<file path="config.mk">
export PLATFORM = sky130hd
export DESIGN_NAME = uart_tx_frame
export DESIGN_NICKNAME = d
export VERILOG_FILES = /design/src/rtl/uart_tx_frame.sv
export SDC_FILE = /design/constraint.sdc
export NUM_CORES = 1
export LEC_CHECK = 0
export ABC_AREA = 1
export ABC_CLOCK_PERIOD_IN_PS = 3400
export CAP_MARGIN = 20
export CORE_ASPECT_RATIO = 2
export CORE_MARGIN = 8
export CORE_UTILIZATION = 60
export DETAILED_ROUTE_END_ITERATION = 12
export PLACE_DENSITY_LB_ADDON = 0.1
export SYNTH_ARGS = -nofsm -noshare
export SYNTH_HDL_FRONTEND = slang
export SYNTH_SLANG_ARGS = --single-unit
</file>
<file path="constraint.sdc">
create_clock -name clk -period 3.4 [get_ports clk]
set_input_delay 0.85 -clock clk [delete_from_list [all_inputs] [get_ports clk]]
set_output_delay 0.85 -clock clk [all_outputs]
set_load 0.05 [all_outputs]
</file>
<file path="src/rtl/uart_tx_frame.sv">
// uart_tx_frame: buffered, parametrised UART transmitter.
// Words arrive over a valid/ready handshake into a small circular FIFO.
// An FSM pops them and sends each one as a frame on rs232_tx.
// Bit timing is generated internally from BAUD_DIV.
//
// Ports:
//   clk         system clock
//   rst_n       asynchronous active-low reset (flushes FIFO, abandons frame)
//   tx_data     word to send (DATA_BITS wide)
//   tx_valid    producer offers tx_data
//   tx_ready    FIFO not full (combinational from the FIFO count)
//   rs232_tx    registered serial line, idle high
//   tx_busy     FSM is not in IDLE
//   fifo_count  number of words currently buffered
//
// state | meaning
// IDLE  | line high, waiting for a buffered word
// START | start bit (line low)
// DATA  | DATA_BITS data bits, LSB first
// PAR   | parity bit (only when PARITY != 0)
// STOP  | STOP_BITS stop bits (line high)
module uart_tx_frame #(
  parameter int BAUD_DIV   = 5208,
  parameter int DATA_BITS  = 8,
  parameter int PARITY     = 0,
  parameter int STOP_BITS  = 1,
  parameter int FIFO_DEPTH = 4
) (
  input  logic                               clk,
  input  logic                               rst_n,
  input  logic [DATA_BITS-1:0]               tx_data,
  input  logic                               tx_valid,
  output logic                               tx_ready,
  output logic                               rs232_tx,
  output logic                               tx_busy,
  output logic [$clog2(FIFO_DEPTH+1)-1:0]    fifo_count
);

  localparam int CW = $clog2(FIFO_DEPTH + 1);
  localparam int PW = $clog2(FIFO_DEPTH);
  localparam int BW = $clog2(BAUD_DIV);
  localparam logic [BW-1:0] BAUD_LAST = BW'(BAUD_DIV - 1);
  localparam logic [3:0]    DATA_LAST = 4'(DATA_BITS - 1);
  localparam logic [3:0]    STOP_LAST = 4'(STOP_BITS - 1);

  typedef enum logic [2:0] {
    S_IDLE,
    S_START,
    S_DATA,
    S_PAR,
    S_STOP
  } state_t;

  // FIFO
  logic [DATA_BITS-1:0] mem [FIFO_DEPTH];
  logic [PW-1:0]        wr_ptr;
  logic [PW-1:0]        rd_ptr;
  logic                 push;
  logic                 pop;
  logic                 fifo_empty;
  logic [DATA_BITS-1:0] head;

  assign tx_ready   = (fifo_count != CW'(FIFO_DEPTH));
  assign fifo_empty = (fifo_count == '0);
  assign push       = tx_valid && tx_ready;
  assign head       = mem[rd_ptr];

  always_ff @(posedge clk) begin
    if (push) begin
      mem[wr_ptr] <= tx_data;
    end
  end

  // Depth is a power of two, so the pointers wrap naturally.
  always_ff @(posedge clk or negedge rst_n) begin
    if (!rst_n) begin
      wr_ptr     <= '0;
      rd_ptr     <= '0;
      fifo_count <= '0;
    end else begin
      if (push) begin
        wr_ptr <= wr_ptr + 1'b1;
      end
      if (pop) begin
        rd_ptr <= rd_ptr + 1'b1;
      end
      case ({push, pop})
        2'b10:   fifo_count <= fifo_count + 1'b1;
        2'b01:   fifo_count <= fifo_count - 1'b1;
        default: fifo_count <= fifo_count;
      endcase
    end
  end

  // Transmit FSM
  state_t               state;
  state_t               state_nx;
  logic [BW-1:0]        baud_cnt;
  logic [BW-1:0]        baud_nx;
  logic [BW-1:0]        baud_adv;
  logic                 baud_wrap;
  logic [3:0]           bit_cnt;
  logic [3:0]           bit_nx;
  logic [DATA_BITS-1:0] shreg;
  logic [DATA_BITS-1:0] shreg_nx;
  logic                 par_bit;
  logic                 par_nx;
  logic                 par_head;
  logic                 tx_nx;

  assign baud_wrap = (baud_cnt == BAUD_LAST);
  assign baud_adv  = baud_wrap ? '0 : baud_cnt + 1'b1;
  // Parity is fixed when the word is popped; shifting later cannot disturb it.
  assign par_head  = (PARITY == 1) ? ~^head : ^head;
  assign tx_busy   = (state != S_IDLE);

  always_comb begin
    state_nx = state;
    baud_nx  = baud_cnt;
    bit_nx   = bit_cnt;
    shreg_nx = shreg;
    par_nx   = par_bit;
    pop      = 1'b0;
    case (state)
      S_IDLE: begin
        if (!fifo_empty) begin
          pop      = 1'b1;
          shreg_nx = head;
          par_nx   = par_head;
          baud_nx  = '0;
          state_nx = S_START;
        end
      end
      S_START: begin
        baud_nx = baud_adv;
        if (baud_wrap) begin
          bit_nx   = '0;
          state_nx = S_DATA;
        end
      end
      S_DATA: begin
        baud_nx = baud_adv;
        if (baud_wrap) begin
          if (bit_cnt == DATA_LAST) begin
            bit_nx   = '0;
            state_nx = (PARITY != 0) ? S_PAR : S_STOP;
          end else begin
            bit_nx   = bit_cnt + 1'b1;
            shreg_nx = shreg >> 1;
          end
        end
      end
      S_PAR: begin
        baud_nx = baud_adv;
        if (baud_wrap) begin
          bit_nx   = '0;
          state_nx = S_STOP;
        end
      end
      S_STOP: begin
        baud_nx = baud_adv;
        if (baud_wrap) begin
          if (bit_cnt == STOP_LAST) begin
            // Chain straight into the next start bit when a word is waiting.
            if (!fifo_empty) begin
              pop      = 1'b1;
              shreg_nx = head;
              par_nx   = par_head;
              baud_nx  = '0;
              state_nx = S_START;
            end else begin
              state_nx = S_IDLE;
            end
          end else begin
            bit_nx = bit_cnt + 1'b1;
          end
        end
      end
      default: state_nx = S_IDLE;
    endcase
  end

  // The line level is decoded from the next state so rs232_tx is a plain flop
  // that changes on the same edge as the state.
  always_comb begin
    tx_nx = 1'b1;
    case (state_nx)
      S_IDLE:  tx_nx = 1'b1;
      S_START: tx_nx = 1'b0;
      S_DATA:  tx_nx = shreg_nx[0];
      S_PAR:   tx_nx = par_nx;
      S_STOP:  tx_nx = 1'b1;
      default: tx_nx = 1'b1;
    endcase
  end

  always_ff @(posedge clk or negedge rst_n) begin
    if (!rst_n) begin
      state    <= S_IDLE;
      baud_cnt <= '0;
      bit_cnt  <= '0;
      shreg    <= '0;
      par_bit  <= 1'b0;
      rs232_tx <= 1'b1;
    end else begin
      state    <= state_nx;
      baud_cnt <= baud_nx;
      bit_cnt  <= bit_nx;
      shreg    <= shreg_nx;
      par_bit  <= par_nx;
      rs232_tx <= tx_nx;
    end
  end

endmodule

</file>
### Yosys cells after proc, flatten, opt, wreduce, memory -nomap -nowiden

Memory sizes are Yosys's and may differ from the RTL's.
Index checks and enable logic that the tools add are counted.

* register bits: 37
* RAM bits: 32
* logic and storage cells: 90
* input port bits: 11
* memories kept: 1
* output and inout bits: 6

Memory list
* mem: depth 4, width 8, read ports 1, clocked after memory_dff 0, write ports 1, line 55 `logic [DATA_BITS-1:0] mem [FIFO_DEPTH];`

* add/subtract/negate cells: 6
* reduce and logical (&&, ||, !) cells: 15
* eq/ne operators: 19
* mux-type cells: 39

Operators with widths (number)
* $mux 13: 5
* $mux 8: 5
* $pmux 13 s3: 1
* $pmux 8 s3: 1
* $mux 3: 7
* $mux 4: 5
* $pmux 3 s5: 1
* $add 13x1->13 const B: 1
* $eq 13x13->1 const B: 1
* $eq 3x2->1 const B: 4
* $ne 2x2->1 const B: 6
* $pmux 4 s3: 1
* $reduce_bool 3->1: 4
* $reduce_and 5->1: 2
* $mux 1: 9
* $reduce_xor 8->1: 1
* $eq 3x1->1 const B: 2
* $logic_not 3->1: 2
* $pmux 3 s2: 1
* $add 2x1->2 const B: 2
* $add 4x1->4 const B: 1
* $eq 4x3->1 const B: 1
* $logic_not 4->1: 1
* $pmux 1 s2: 2
* other kinds (13): 13

### Longest topological paths before layout

Gate-level depths: netlist of the first run.

* depth after elaboration: 7
* mapped depth: 19
* gate-level depth less buffers: 18

### Worst setup path after synthesis of the first run

OpenSTA, ideal clock, no wires.

* path type: reg2reg
* from: register fifo_count[0]
* to: register fifo_count[2]
* required time: 3269 ps
* stages on the path, launching flop included: 10
* buffers on the path: 0
* arrival: 2378 ps
* path slack: 891 ps
* clock period less this slack: 2509 ps
* cell sequence: dfrtp_1 nor2_1 nand2_1 nand2_1 ha_1 inv_1 fa_1 a21oi_1 o21ai_0 xor2_1

* elaborated cells on any way between the ends: 13

RTL lines
* from (decl): line 36 `output logic [$clog2(FIFO_DEPTH+1)-1:0] fifo_count`
* from (signal assigned): line 88 `2'b10: fifo_count <= fifo_count + 1'b1;`
* from (signal assigned): line 89 `2'b01: fifo_count <= fifo_count - 1'b1;`
* from (signal assigned): line 90 `default: fifo_count <= fifo_count;`
* $ne 3x3->1 (*): line 63 `assign tx_ready = (fifo_count != CW'(FIFO_DEPTH));`
* net tx_ready: line 33 `output logic tx_ready,`
* $logic_and 1x1->1 (*): line 65 `assign push = tx_valid && tx_ready;`
* $eq 2x1->1 or $eq 2x2->1 (tied branches): line 87 `case ({push, pop})`
* $pmux 3 s2 or $reduce_bool 2->1 (tied branches)

The timed path passes the listed nets; every way through them passes the cells marked *.
A chain may end at the register's enable or synchronous reset.

### Worst setup path after layout of the first run

* from: register state[0]
* to: output port tx_busy

* longest elaborated chain between the ends: 1

Ends and longest elaborated chain
* from (decl): line 96 `state_t state;`
* from (signal assigned): line 206 `state <= state_nx;`
* $reduce_bool 3->1: line 115 `assign tx_busy = (state != S_IDLE);`
* to (decl): line 35 `output logic tx_busy,`

Every way passes these cells.

==> results.txt, run 1 <==
- STA classifies the critical path endpoint as an output pin.
- Shortest period the worst path allows: 2.77 ns
- The critical path in this run is classified as flop to output pin.
- Part of the Yosys area used for sequential elements: 49.7%
* Slew at the pin with the worst max-slew slack: 0.867 ns
* Final critical-path share of the clock period: 81.4%
- Total Wirelength: 7.34 mm
- Using the TritonRoute via totals, the vias-per-cell ratio works out to 5.28.
- Across every metal layer, demand over resource in global routing totals 18.0%.
- In the layout the commonest cells are nand2_1 (156), inv_1 (50), dfrtp_1 (36).
- Number of slew-limit violations in the final report: 0
* Worst Setup Slack post-DPL: 0.694 ns
- Post-route DRC: 0
* R2r endpoint: fifo_count[2]$_DFFE_PN0P_
* Synth Cell Area: 0.00380 sq mm
- Post-DP HPWL: 5.28 mm
* Count of standard-cell rows: 41
- Buffers inserted to repair hold after CTS numbered 0.
* Share of post-route cells with drive strength above 1: 12.8%
- In this run the number of H-tree levels came out at 3.
- Entering global routing, the biggest net connects 38 pins.
- Post-route setup TNS: 0 ns
- In the detailed route, the total length drawn on met3 is 291 microns.
* Initial detailed-routing violation count: 181
* Number of buffers created by CTS: 9
* Final Instance Count excl. Fillers: 556
* Diodes inserted: 0
- Leading post-synthesis cells by cell area: edfxtp_1 (25%), dfrtp_1 (24%), nand2_1 (15%), inv_1 (4.9%), nand3_1 (3.8%)
- Worst hold-check path type: flop to flop
- The via count of the first global-routing pass was 2,944.
* Skew final: 0.00462 ns
- After the last flow step, the layout net total stands at 485.
- In this run the remaining antenna-violating nets after routing total 0.
- Category of the worst setup path launch point: flop
- After detailed placement, the design holds a cell count of 540.
- Routed wirelength normalized by instance count: 13.2 microns
* Hold path start: shreg[3]$_DFFE_PN0P_
- Length of the first detailed-routing pass in iterations: 4
* Post-synthesis cell count: 443
- The worst hold path terminates at shreg[3]$_DFFE_PN0P_.
- Area added between synthesis and finish: 13.9%
* Number of primary I/O pins: 17
- The top cell type by area accounts for 25.3% of the synthesized area.
- After routing the design area is 0.00433 sq mm.
- The number of different library cells used by synthesis comes to 42.
- Met1 Routed Length: 3.17 mm
- Maximum clock insertion buffer count: 2
* Async S/R FF share, synth: 53.6%
- Final design utilization: 69.7%
- Clock Sinks: 69
- Number of enable flip-flop cells after synthesis: 32
* Clock transition time at the flip-flop clock pins of the worst setup and hold paths: 0.05 ns
- During synthesis, Yosys emitted a total of 0 warnings.
- Vertical die dimension: 129 microns
- Synthesized area divided by synthesized cell count: 8.57 sq um
* Crit-path max FO: 4
* Data arrival, critical path: 1.92 ns
- Setup slack closes at 0.631 ns.
* Grt total ovfl: 0
- Required @ worst endpoint: 2.55 ns
- edfxtp_1 takes more of the synthesized area than any other cell.
- The run finished with clean final reports.
- Cell at the root of the clock tree: clkbuf_16
- The congestion estimate from routability-driven global placement came to 0.872.
- TritonCTS clock tree: built
- Most frequently used flop master after synthesis: dfrtp_1
- The number of antenna violations at the first check in global routing is 0.
- The die covers 0.00929 sq mm.
- Pwr/cell area: 576 mW/mm^2
- Gates resized during post-CTS repair numbered 0.
- Global-route wire length before repair: 13.1 mm
* Worst ir drop on vdd: 0.422 mV
- Relative slew margins: 42.0%
- For this block, the via count after detailed routing is 2,933.
- Worst hold path stage count: 2
- Port buffering added 16 buffers.
- Number of hold violations in the final report: 0
* Post-DP Area: 0.00401 sq mm
- Static leakage power: 2.02 nW
- Counting every net in the synthesized netlist gives 463.
- Number of maximum-capacitance constraint violations: 0
* CORE AREA: 0.00621 sq mm
- After clock tree synthesis, the setup repair step added 0 buffers.
- Commonest non-fill, non-tap cell in the layout: nand2_1
- Register bit total from synthesis: 69
- Timing would allow up to 361 MHz.
- Setup slack on the worst reg-to-reg path comes out at 0.64 ns.
- RSZ-0062 raised after global routing: false
* Worst flop-to-flop path startpoint: baud_cnt[0]$_DFFE_PN0P_
- Highest layer used for signal routing: met4
- Die Width: 72.3 microns
* Effective utilization at floorplan: 61.2%
* Clock latency on the worst-skew pair: 0.33 ns
- Setup violations remaining at the end of the flow were counted as 0.
- In the detailed route, the total length drawn on met2 is 3.70 mm.
- The number of cells on the worst reg-to-reg path is 15.
-- worst max-delay path: stages (launching register included) --
cell             delay [ns]
dfrtp_1                0.44
nor2_2                 0.07
inv_2                  0.12
nor2_4                 0.05
inv_2                  0.10
clkdlybuf4s50_1        0.81
-- registers in the layout (all words and copies together), names as in the netlist --
register	flops
bit_cnt	4
shreg	8
rs232_tx	1
mem	32
state	3
baud_cnt	13
par_bit	1
rd_ptr	2
fifo_count	3
wr_ptr	2
-- area by class of cell --
type / instances / area, sq um
tap: 86 / 108
sequential: 69 / 1890
timing repair buffer: 17 / 163
fill: 486 / 1880
inverter: 65 / 249
multi-input combinational: 303 / 1600
clock inverter: 6 / 86.3
clock buffer: 10 / 229
-- metal layers --
metal | track usage [%] | up-vias
met1 | 21.1 | 1393
met4 | 9.70 | 0
met5 | 0 | -
met2 | 28.9 | 52
met3 | 4.75 | 14
li1 | - | 1474
-- synth_stat cells (2+ instances only) --
cell and number:
nor2_4 5, nor3_1 4, nand2_1 156, edfxtp_1 32
nand4_1 6, o21ai_0 14, nand2_4 2, inv_2 12
o221ai_1 6, o21ai_2 2, nand3_1 29, dfrtp_1 36
buf_4 2, ha_1 8, o21ai_1 2, nor3_4 3
a21oi_1 15, inv_4 2, inv_1 50, nor2_1 20
nand2_2 9, xor2_1 6, nor3_2 2, buf_6 2
-- power by group --
| group | total [mW] | leakage, nW | internal, mW | switching [mW] |
|---|---|---|---|---|
| clock | 0.970 | 0.154 | 0.641 | 0.329 |
| sequential | 1.04 | 0.752 | 0.992 | 0.0493 |
| combinational | 0.479 | 1.12 | 0.147 | 0.332 |
-- worst max-delay path by stage --
stage / from / to / slack, ns / depth (start not counted)
6_report: state[0]$_DFF_PN0_ / tx_busy / 0.63 / 5
5_1_grt: baud_cnt[0]$_DFFE_PN0P_ / fifo_count[2]$_DFFE_PN0P_ / 0.41 / 15
4_1_cts: state[0]$_DFF_PN0_ / tx_busy / 0.62 / 5
3_5_place_dp: baud_cnt[0]$_DFFE_PN0P_ / fifo_count[2]$_DFFE_PN0P_ / 0.69 / 15
3_3_place_gp: tx_valid / fifo_count[2]$_DFFE_PN0P_ / 0.81 / 8
2_1_floorplan: fifo_count[0]$_DFFE_PN0P_ / fifo_count[2]$_DFFE_PN0P_ / 0.89 / 9
-- cell families (layout without fill, tap and decap cells) --
family | Yosys count | count (layout) | synth area share [%]
simple gates | 243 | 243 | 30.3
flops | 69 | 69 | 49.7
xor+xnor | 7 | 7 | 1.61
buf+inv | 71 | 98 | 8.07
fa+ha+maj | 9 | 9 | 3.16
compound gates | 44 | 44 | 7.08
-- metrics by stage --
stage	hold WS, ns	power, mW
6_report	0.494	2.49
5_1_grt	0.524	2.62
4_1_cts	0.491	2.52
3_5_place_dp	0.478	1.54
3_3_place_gp	0.473	1.51
2_1_floorplan	0.459	1.37
Note: power is estimated with default switching activity, not from simulation.
==> run 2, diff against run 1 <==
--- a/config.mk
+++ b/config.mk
@@ -6,7 +6,7 @@
 export NUM_CORES = 1
 export LEC_CHECK = 0
 export ABC_AREA = 1
-export ABC_CLOCK_PERIOD_IN_PS = 3400
+export ABC_CLOCK_PERIOD_IN_PS = 2700
 export CAP_MARGIN = 20
 export CORE_ASPECT_RATIO = 2
 export CORE_MARGIN = 8
==> constraint.sdc (replaced) <==
create_clock -name clk -period 2.7 [get_ports clk]
set_input_delay 0.675 -clock clk [delete_from_list [all_inputs] [get_ports clk]]
set_output_delay 0.675 -clock clk [all_outputs]
set_load 0.05 [all_outputs]
==> run 2 against run 1 <==
Compared with the run above: register-to-register slack worse by 0.49 ns; critical path depth up 10; power increased by 32%; hold slack got worse by 0.067 ns; clock skew increased by 0.0035 ns; largest cell class unchanged.
==> results.txt, run 2 (synthesis gave the netlist of run 1 again) <==
- The placement-stage worst setup slack is 0.0303 ns (-0.663 ns).
- The total global-route track usage is 18.5% (+0.48 points).
* Worst hold-check path type: input pin to asynchronous set/reset pin
- Vias: 3,030 (+3.3%)
- The area enclosed by the die boundary was 0.00929 sq mm (unchanged).
- The number of non-filler instances in the completed layout came to 564 (+1.4%).
- Final weighted congestion in routability-driven placement: 0.863 (-1.1%)
* Clock latency on the worst-skew pair: 0.33 ns (about the same)
- Number of maximum-capacitance constraint violations: 0 (unchanged)
- The number of antenna violations at the first check in global routing was 0 (unchanged).
* Share of total power in combinational logic: 19.4% (+0.2 points)
- Skew final: 0.00807 ns (+0.00345 ns)
- Achievable clock frequency: 392 MHz
- Final critical-path share of the clock period: 94.6%
- The remaining global-route overflow is 0 (unchanged).
* Initial detailed-routing violation count: 192 (+6.1%)
* Number of buffers created by CTS: 9 (unchanged)
- Htree depth: 3 (unchanged)
- The largest voltage drop on the vdd net is 0.574 mV (+36%).
- Clock network fraction of design power: 40.8% (+1.8 points)
- The count of pins on the block boundary came to 17 (unchanged).
- Number of hold violations in the final report: 0 (unchanged)
* Via count of the first global-routing pass: 3,130 (+6.3%)
* Largest registers ranked by flip-flop count: mem (32), baud_cnt (13), shreg (8)
- Data arrival, critical path: 2.76 ns (+0.84 ns)
* Required @ worst endpoint: 2.91 ns (+0.36 ns)
* Switching power as a share of total power: 28.1% (-0.46 points)
- Worst Hold Margin: 0.427 ns (-0.0669 ns)
- The detailed-placement wirelength estimate was 5.56 mm (+5.5%).
- TritonCTS built the clock tree.
- The tree is rooted in a clkbuf_16.
- The flip-flop count of the largest register after layout came to 32 (unchanged).
* Crit-path max FO: 3 (-1)
- The setup slack after layout came to 0.147 ns (-0.484 ns).
- Length of the first detailed-routing pass in iterations: 5 (+1)
- Commonest cells after routing, fill and taps aside: nand2_1 (156), inv_1 (48), dfrtp_1 (36)
- After layout, the minimum clock period comes to 2.55 ns.
- Post-route setup TNS: 0 ns (unchanged)
* Met1 Use GR: 20.2% (-0.89 points)
- The power after layout is 3.28 mW (+32%).
- Share of post-route cells with drive strength above 1: 15.3% (+2.5 points)
* Commonest non-fill, non-tap cell in the layout: nand2_1
- Clock transition time at the flip-flop clock pins of the worst setup and hold paths: 0.06 ns (about the same)
- Nets: 493 (+1.6%)
* Reported net switching power: 0.921 mW (+30%)
- The normalized max-slew margin was 46.5% (+4.5 points).
* Diodes inserted: 0 (unchanged)
- Kind of end point of the critical path: flop
- Static leakage power: 2.07 nW (+2.2%)
* Sequential share of power: 39.9% (-1.9 points)
* Clock Sinks: 69 (unchanged)
* Placed insts: 546 (+1.1%)
- The total length of routed wires is 7.66 mm (+4.4%).
* Quantity of I/O buffers inserted on ports: 16 (unchanged)
- Routed wirelength normalized by instance count: 13.6 microns (+2.9%)
* Pin count of the biggest net entering global routing: 38 (unchanged)
* Count of standard-cell rows: 41 (unchanged)
* Post-route DRC: 0 (unchanged)
- Met2 usage in global routing: 30.6% (+1.6 points)
- The actual slew at the worst max-slew pin came to 0.803 ns (-0.0640 ns).
* CORE AREA: 0.00621 sq mm (unchanged)
* Category of the worst setup path launch point: flop
- Maximum clock insertion buffer count: 2 (unchanged)
- Global-route wire length before repair: 13.3 mm (+2.1%)
* Pwr/cell area: 741 mW/mm^2 (+29%)
* Effective utilization at floorplan: 61.2% (unchanged)
- The number of nets with antenna violations after detailed routing is 0 (unchanged).
- The internal cell power came to 2.36 mW (+33%).
- The detailed-route vias per instance is 5.37 (+1.8%).
- Vertical die dimension: 129 microns (unchanged)
- From synthesis to final layout, the design area changed by 16.6%.
* GR Util met3: 5.22% (+0.47 points)
* Die Width: 72.3 microns (unchanged)
- The global routing stage identified its most utilized layer as met2.
- mem holds more flip-flops than any other register.
* Status: completed
* Fillcell total: 473 (-2.7%)
* Critical path start-end classification: flop to flop
- Setup Viol. Count Final: 0 (unchanged)
- Number of slew-limit violations in the final report: 0 (unchanged)
[run 2: final timing paths]
path,from,endpoint,slack (ns),depth (start not counted)
max,baud_cnt[0]$_DFFE_PN0P_,fifo_count[2]$_DFFE_PN0P_,0.15,15
min,rst_n,shreg[5]$_DFFE_PN0P_,0.43,1
max reg2reg,baud_cnt[0]$_DFFE_PN0P_,fifo_count[2]$_DFFE_PN0P_,0.15,15
min reg2reg,shreg[2]$_DFFE_PN0P_,shreg[2]$_DFFE_PN0P_,0.50,2
max in group asynchronous,rst_n,baud_cnt[1]$_DFFE_PN0P_,1.76,1
min in group clk,shreg[2]$_DFFE_PN0P_,shreg[2]$_DFFE_PN0P_,0.50,2
[run 2: layer usage]
| layer | wire, microns | vias to the layer above | share of wire, % |
|---|---|---|---|
| met5 | 0 | - | 0 |
| met4 | 224 | 0 | 2.9 |
| met3 | 356 | 23 | 4.6 |
| met2 | 3910 | 84 | 51 |
| met1 | 3170 | 1420 | 41 |
| li1 | - | 1503 | - |
[run 2: critical path, cell delays in order (launching register included)]
cell and delay (ns):
dfrtp_1 0.36, ha_2 0.20, nand2_1 0.09, inv_1 0.08, nand4_1 0.15, nor2_2 0.19
inv_2 0.08, o21ai_4 0.18, inv_2 0.08, nor2_4 0.09, ha_1 0.15, inv_1 0.07
fa_2 0.34, a21oi_1 0.14, o21ai_1 0.09, xor2_1 0.15
[run 2: metrics by stage]
stage	utilization (%)	area (sq um)
floorplan	-	3800
global placement	65.3	4060
detailed placement	65.3	4060
CTS	70.8	4390
global route	71.3	4430
finish	71.3	4430
[run 2: final cells by class]
cell class	count	area (sq um)	share of cell area (%)
Timing Repair Buffer	25	225	5.09
Sequential cell	69	1890	42.7
Inverter	65	249	5.62
Clock buffer	10	229	5.17
Multi-Input combinational cell	303	1620	36.5
Tap cell	86	108	2.43
Clock inverter	6	110	2.49
[run 2: what timing repair did]
| action | CTS | global route |
|---|---|---|
| resized for setup | 0 | 8 |
| buffers inserted | 0 | 2 |
| hold buffers | 0 | 0 |
| setup endpoints to repair | 0 | 2 |
[run 2: power groups by stage]
stage | combinational, mW | clock (mW) | sequential (mW)
4_1_cts | 0.641 | 1.35 | 1.31
3_3_place_gp | 0.611 | 0 | 1.32
6_report | 0.636 | 1.34 | 1.31
3_5_place_dp | 0.634 | 0 | 1.33
5_1_grt | 0.720 | 1.39 | 1.32
2_1_floorplan | 0.337 | 0 | 1.39
==> run 3, diff against run 2 <==
--- a/config.mk
+++ b/config.mk
@@ -12,7 +12,7 @@
 export CORE_MARGIN = 8
 export CORE_UTILIZATION = 60
 export DETAILED_ROUTE_END_ITERATION = 12
-export PLACE_DENSITY_LB_ADDON = 0.1
+export PLACE_DENSITY = 0.79
 export SYNTH_ARGS = -nofsm -noshare
 export SYNTH_HDL_FRONTEND = slang
 export SYNTH_SLANG_ARGS = --single-unit
==> run 3 against run 2 <==
Compared with the run above: global-route usage shrank 0.98 points; sequential power is essentially flat; final cell count stayed put; cell area down 0.76%; clock skew shrank 0.0016 ns; register-to-register slack is essentially flat; flip-flop and latch count stayed put; routed wire length fell by 3.5%; critical path type is now flop to output pin; critical path depth fell by 10; largest power group is now sequential cells.
==> results.txt, run 3 (synthesis gave the netlist of run 1 again) <==
* Global-route wire length before repair: 12.5 mm (-6.3%)
- The flip-flop count of the largest register after layout came to 32 (unchanged).
* Status: completed
- The combined flip-flop and latch cell area is 0.00189 sq mm (unchanged).
- The remaining global-route overflow came to 0 (unchanged).
- Design Area, Final: 0.00439 sq mm (-0.76%)
- The number of nets with antenna violations after detailed routing was 0 (unchanged).
- TritonCTS clock tree: built
- The area of placed instances is 0.00406 sq mm (+0.19%).
* Effective utilization at floorplan: 61.2% (unchanged)
- Skew final: 0.00644 ns (-0.00163 ns)
- The sum of negative setup slack came to 0 ns (unchanged).
* Critical path start-end classification: flop to output pin
- The highest fanout seen on the critical path came to 4 (+1).
- Leaving out fill and tap cells, the most frequent cell in the layout is nand2_1.
- The detailed-route vias per instance came to 5.18 (-3.5%).
- The number of antenna violations at the first check in global routing came to 0 (unchanged).
- Slew at the pin with the worst max-slew slack: 0.834 ns (+0.0310 ns)
- The count of pins on the block boundary is 17 (unchanged).
- CORE AREA: 0.00621 sq mm (unchanged)
* Htree depth: 3 (unchanged)
* Number of maximum-capacitance constraint violations: 0 (unchanged)
* Number of slew-limit violations in the final report: 0 (unchanged)
- Number of buffers created by CTS: 9 (unchanged)
- Clock latency on the worst-skew pair: 0.33 ns (about the same)
* Kind of end point of the critical path: output pin
* Crit-path slowest cell: clkdlybuf4s50_1
- Final critical-path share of the clock period: 96.7% (+2.2 points)
- The die outline width was 72.3 microns (unchanged).
- Via count of the first global-routing pass: 2,856 (-8.8%)
- The maximum root-to-sink buffer count came to 2 (unchanged).
- The number of remaining DRC errors came to 0 (unchanged).
- Overall routing resource usage: 17.5% (-0.98 points)
- Multi-input logic area: 0.00161 sq mm (-0.46%)
- In this run the clock root is driven by a clkbuf_16.
- STA classifies the critical path startpoint as a flop.
* Relative slew margins: 44.4% (-2.1 points)
* Shortest period the worst path allows: 2.61 ns (+0.0582 ns)
* Area added between synthesis and finish: 15.7%
- Switching power as a share of total power: 28.6% (+0.52 points)
* Largest registers ranked by flip-flop count: mem (32), baud_cnt (13), shreg (8)
- The internal cell power came to 2.26 mW (-4.2%).
- The arrival time reported for the critical path endpoint came to 1.94 ns (-0.82 ns).
- The fraction of power consumed by sequential logic came to 41.4% (+1.5 points).
- The worst hold path belongs to the class input pin to asynchronous set/reset pin.
* Count of standard-cell rows: 41 (unchanged)
- The power per unit of standard cell area was 721 mW/mm^2 (-2.8%).
- The count of buffers from port buffering came to 16 (unchanged).
* Placed insts: 547 (+0.18%)
- Clock transition time at the flip-flop clock pins of the worst setup and hold paths: 0.06 ns (about the same)
- Final Instance Count excl. Fillers: 564 (unchanged)
* Initial detailed-routing violation count: 212 (+10%)
- The total length of routed wires was 7.39 mm (-3.5%).
- Crit path buffers/inverters: 3 (-1)
* Register containing the most flip-flops in the final layout: mem
- Final weighted congestion in routability-driven placement: 0.874 (+1.3%)
* Required @ worst endpoint: 2.03 ns (-0.88 ns)
- Vias: 2,924 (-3.5%)
- Static leakage power: 2.06 nW (-0.40%)
* Final design utilization: 70.8% (-0.54 points)
- Total die area: 0.00929 sq mm (unchanged)
- The die height came to 129 microns (unchanged).
- Fillcell total: 485 (+2.5%)
- CP dominant cell by count: inv_2
- CP Cell Sequence: nor2_2 -> inv_2 -> nor2_4 -> inv_2 -> clkdlybuf4s50_1
- Number of hold violations in the final report: 0 (unchanged)
- Number of hold buffers added after CTS: 0 (unchanged)
* Reported net switching power: 0.905 mW (-1.7%)
- The share of final-layout standard cells stronger than drive strength 1 came to 15.5% (+0.21 points).
* Power consumption: 3.17 mW (-3.5%)
- The portion of total power attributed to combinational logic is 20.1% (+0.7 points).
* Routed wirelength normalized by instance count: 13.1 microns (-3.5%)
- The portion of total power attributed to the clock network is 38.5% (-2.3 points).
* Commonest cells after routing, fill and taps aside: nand2_1 (156), inv_1 (48), dfrtp_1 (36)
- The largest stage delay on the critical path was 0.81 ns (+0.45 ns).
- Achievable clock frequency: 383 MHz (-2.2%)
* Setup Viol. Count Final: 0 (unchanged)
* Post-DP HPWL: 5.09 mm (-8.5%)
* Pin count of the biggest net entering global routing: 38 (unchanged)
- The final-stage net count was 493 (unchanged).
- The kind of cell with the highest combined delay along the critical path is buffers and inverters.
- Length of the first detailed-routing pass in iterations: 5 (unchanged)
- Worst ir drop on vdd: 0.972 mV (+69%)
* Diodes inserted: 0 (unchanged)
- The clock sink count was 69 (unchanged).
-- run 3: cell types whose count changed in the layout (fill, tap and decap cells not counted), sizes merged --
cell           delta
clkinv            +3
inv               -1
dlymetal6s2s      -1
bufinv            -1
clkbuf            -1
clkdlybuf4s50     +1
-- run 3: repair_timing --
| action | in CTS | in global routing |
|---|---|---|
| setup buffers | 0 | 1 |
| endpoints found under the setup margin | 0 | 1 |
| gates resized for setup | 0 | 6 |
-- run 3: per-layer routing --
metal	up-vias	global-route usage, %	part of all wire, %
li1	1491	-	-
met5	-	0	0
met1	1360	20.6	44
met2	54	27.9	50
met3	19	3.51	2.8
met4	0	11.5	3.3
-- run 3: through the flow --
| step | setup WS [ns] | hold slack (ns) |
|---|---|---|
| after floorplan | 0.191 | 0.379 |
| after global placement | 0.216 | 0.477 |
| after detailed placement | 0.106 | 0.482 |
| after CTS | 0.0942 | 0.452 |
| after global routing | -0.0394 | 0.523 |
| final | 0.0887 | 0.435 |
-- run 3: final cells by class --
class	instances	area share [%]
flip-flops and latches	69	43.0
repair buffers	25	5.07
multi-input cells	303	36.7
clock buffers	9	5.13
well taps	86	2.45
inverters	65	5.67
clock inverters	7	2.05
-- run 3: power groups by stage --
stage | logic [mW] | clock network, mW | registers (mW)
after detailed placement | 0.623 | 0 | 1.32
after floorplan | 0.337 | 0 | 1.39
after global routing | 0.715 | 1.26 | 1.33
after CTS | 0.635 | 1.24 | 1.31
after global placement | 0.615 | 0 | 1.32
final | 0.636 | 1.22 | 1.31
-- run 3: worst register-to-register path, stage by stage (launching register included) --
cell     delay [ns]
dfrtp_1        0.39
inv_1          0.08
nand4_1        0.09
inv_1          0.10
nand4_1        0.17
nor2_2         0.17
inv_1          0.11
o21ai_2        0.22
inv_2          0.08
nor2_4         0.09
ha_1           0.15
inv_1          0.07
fa_2           0.34
a21oi_1        0.14
o21ai_1        0.09
xor2_1         0.14
-- run 3: final timing paths --
kind                                          from                         to  slack [ns]  cells after the start
max in group asynchronous                    rst_n    baud_cnt[9]$_DFFE_PN0P_        1.72                      1
min reg2reg                   shreg[5]$_DFFE_PN0P_       shreg[5]$_DFFE_PN0P_        0.49                      2
min                                          rst_n       shreg[4]$_DFFE_PN0P_        0.44                      1
max                             state[0]$_DFF_PN0_                    tx_busy        0.09                      5
min in group clk              shreg[5]$_DFFE_PN0P_       shreg[5]$_DFFE_PN0P_        0.49                      2
max reg2reg                baud_cnt[9]$_DFFE_PN0P_  fifo_count[2]$_DFFE_PN0P_        0.16                     15
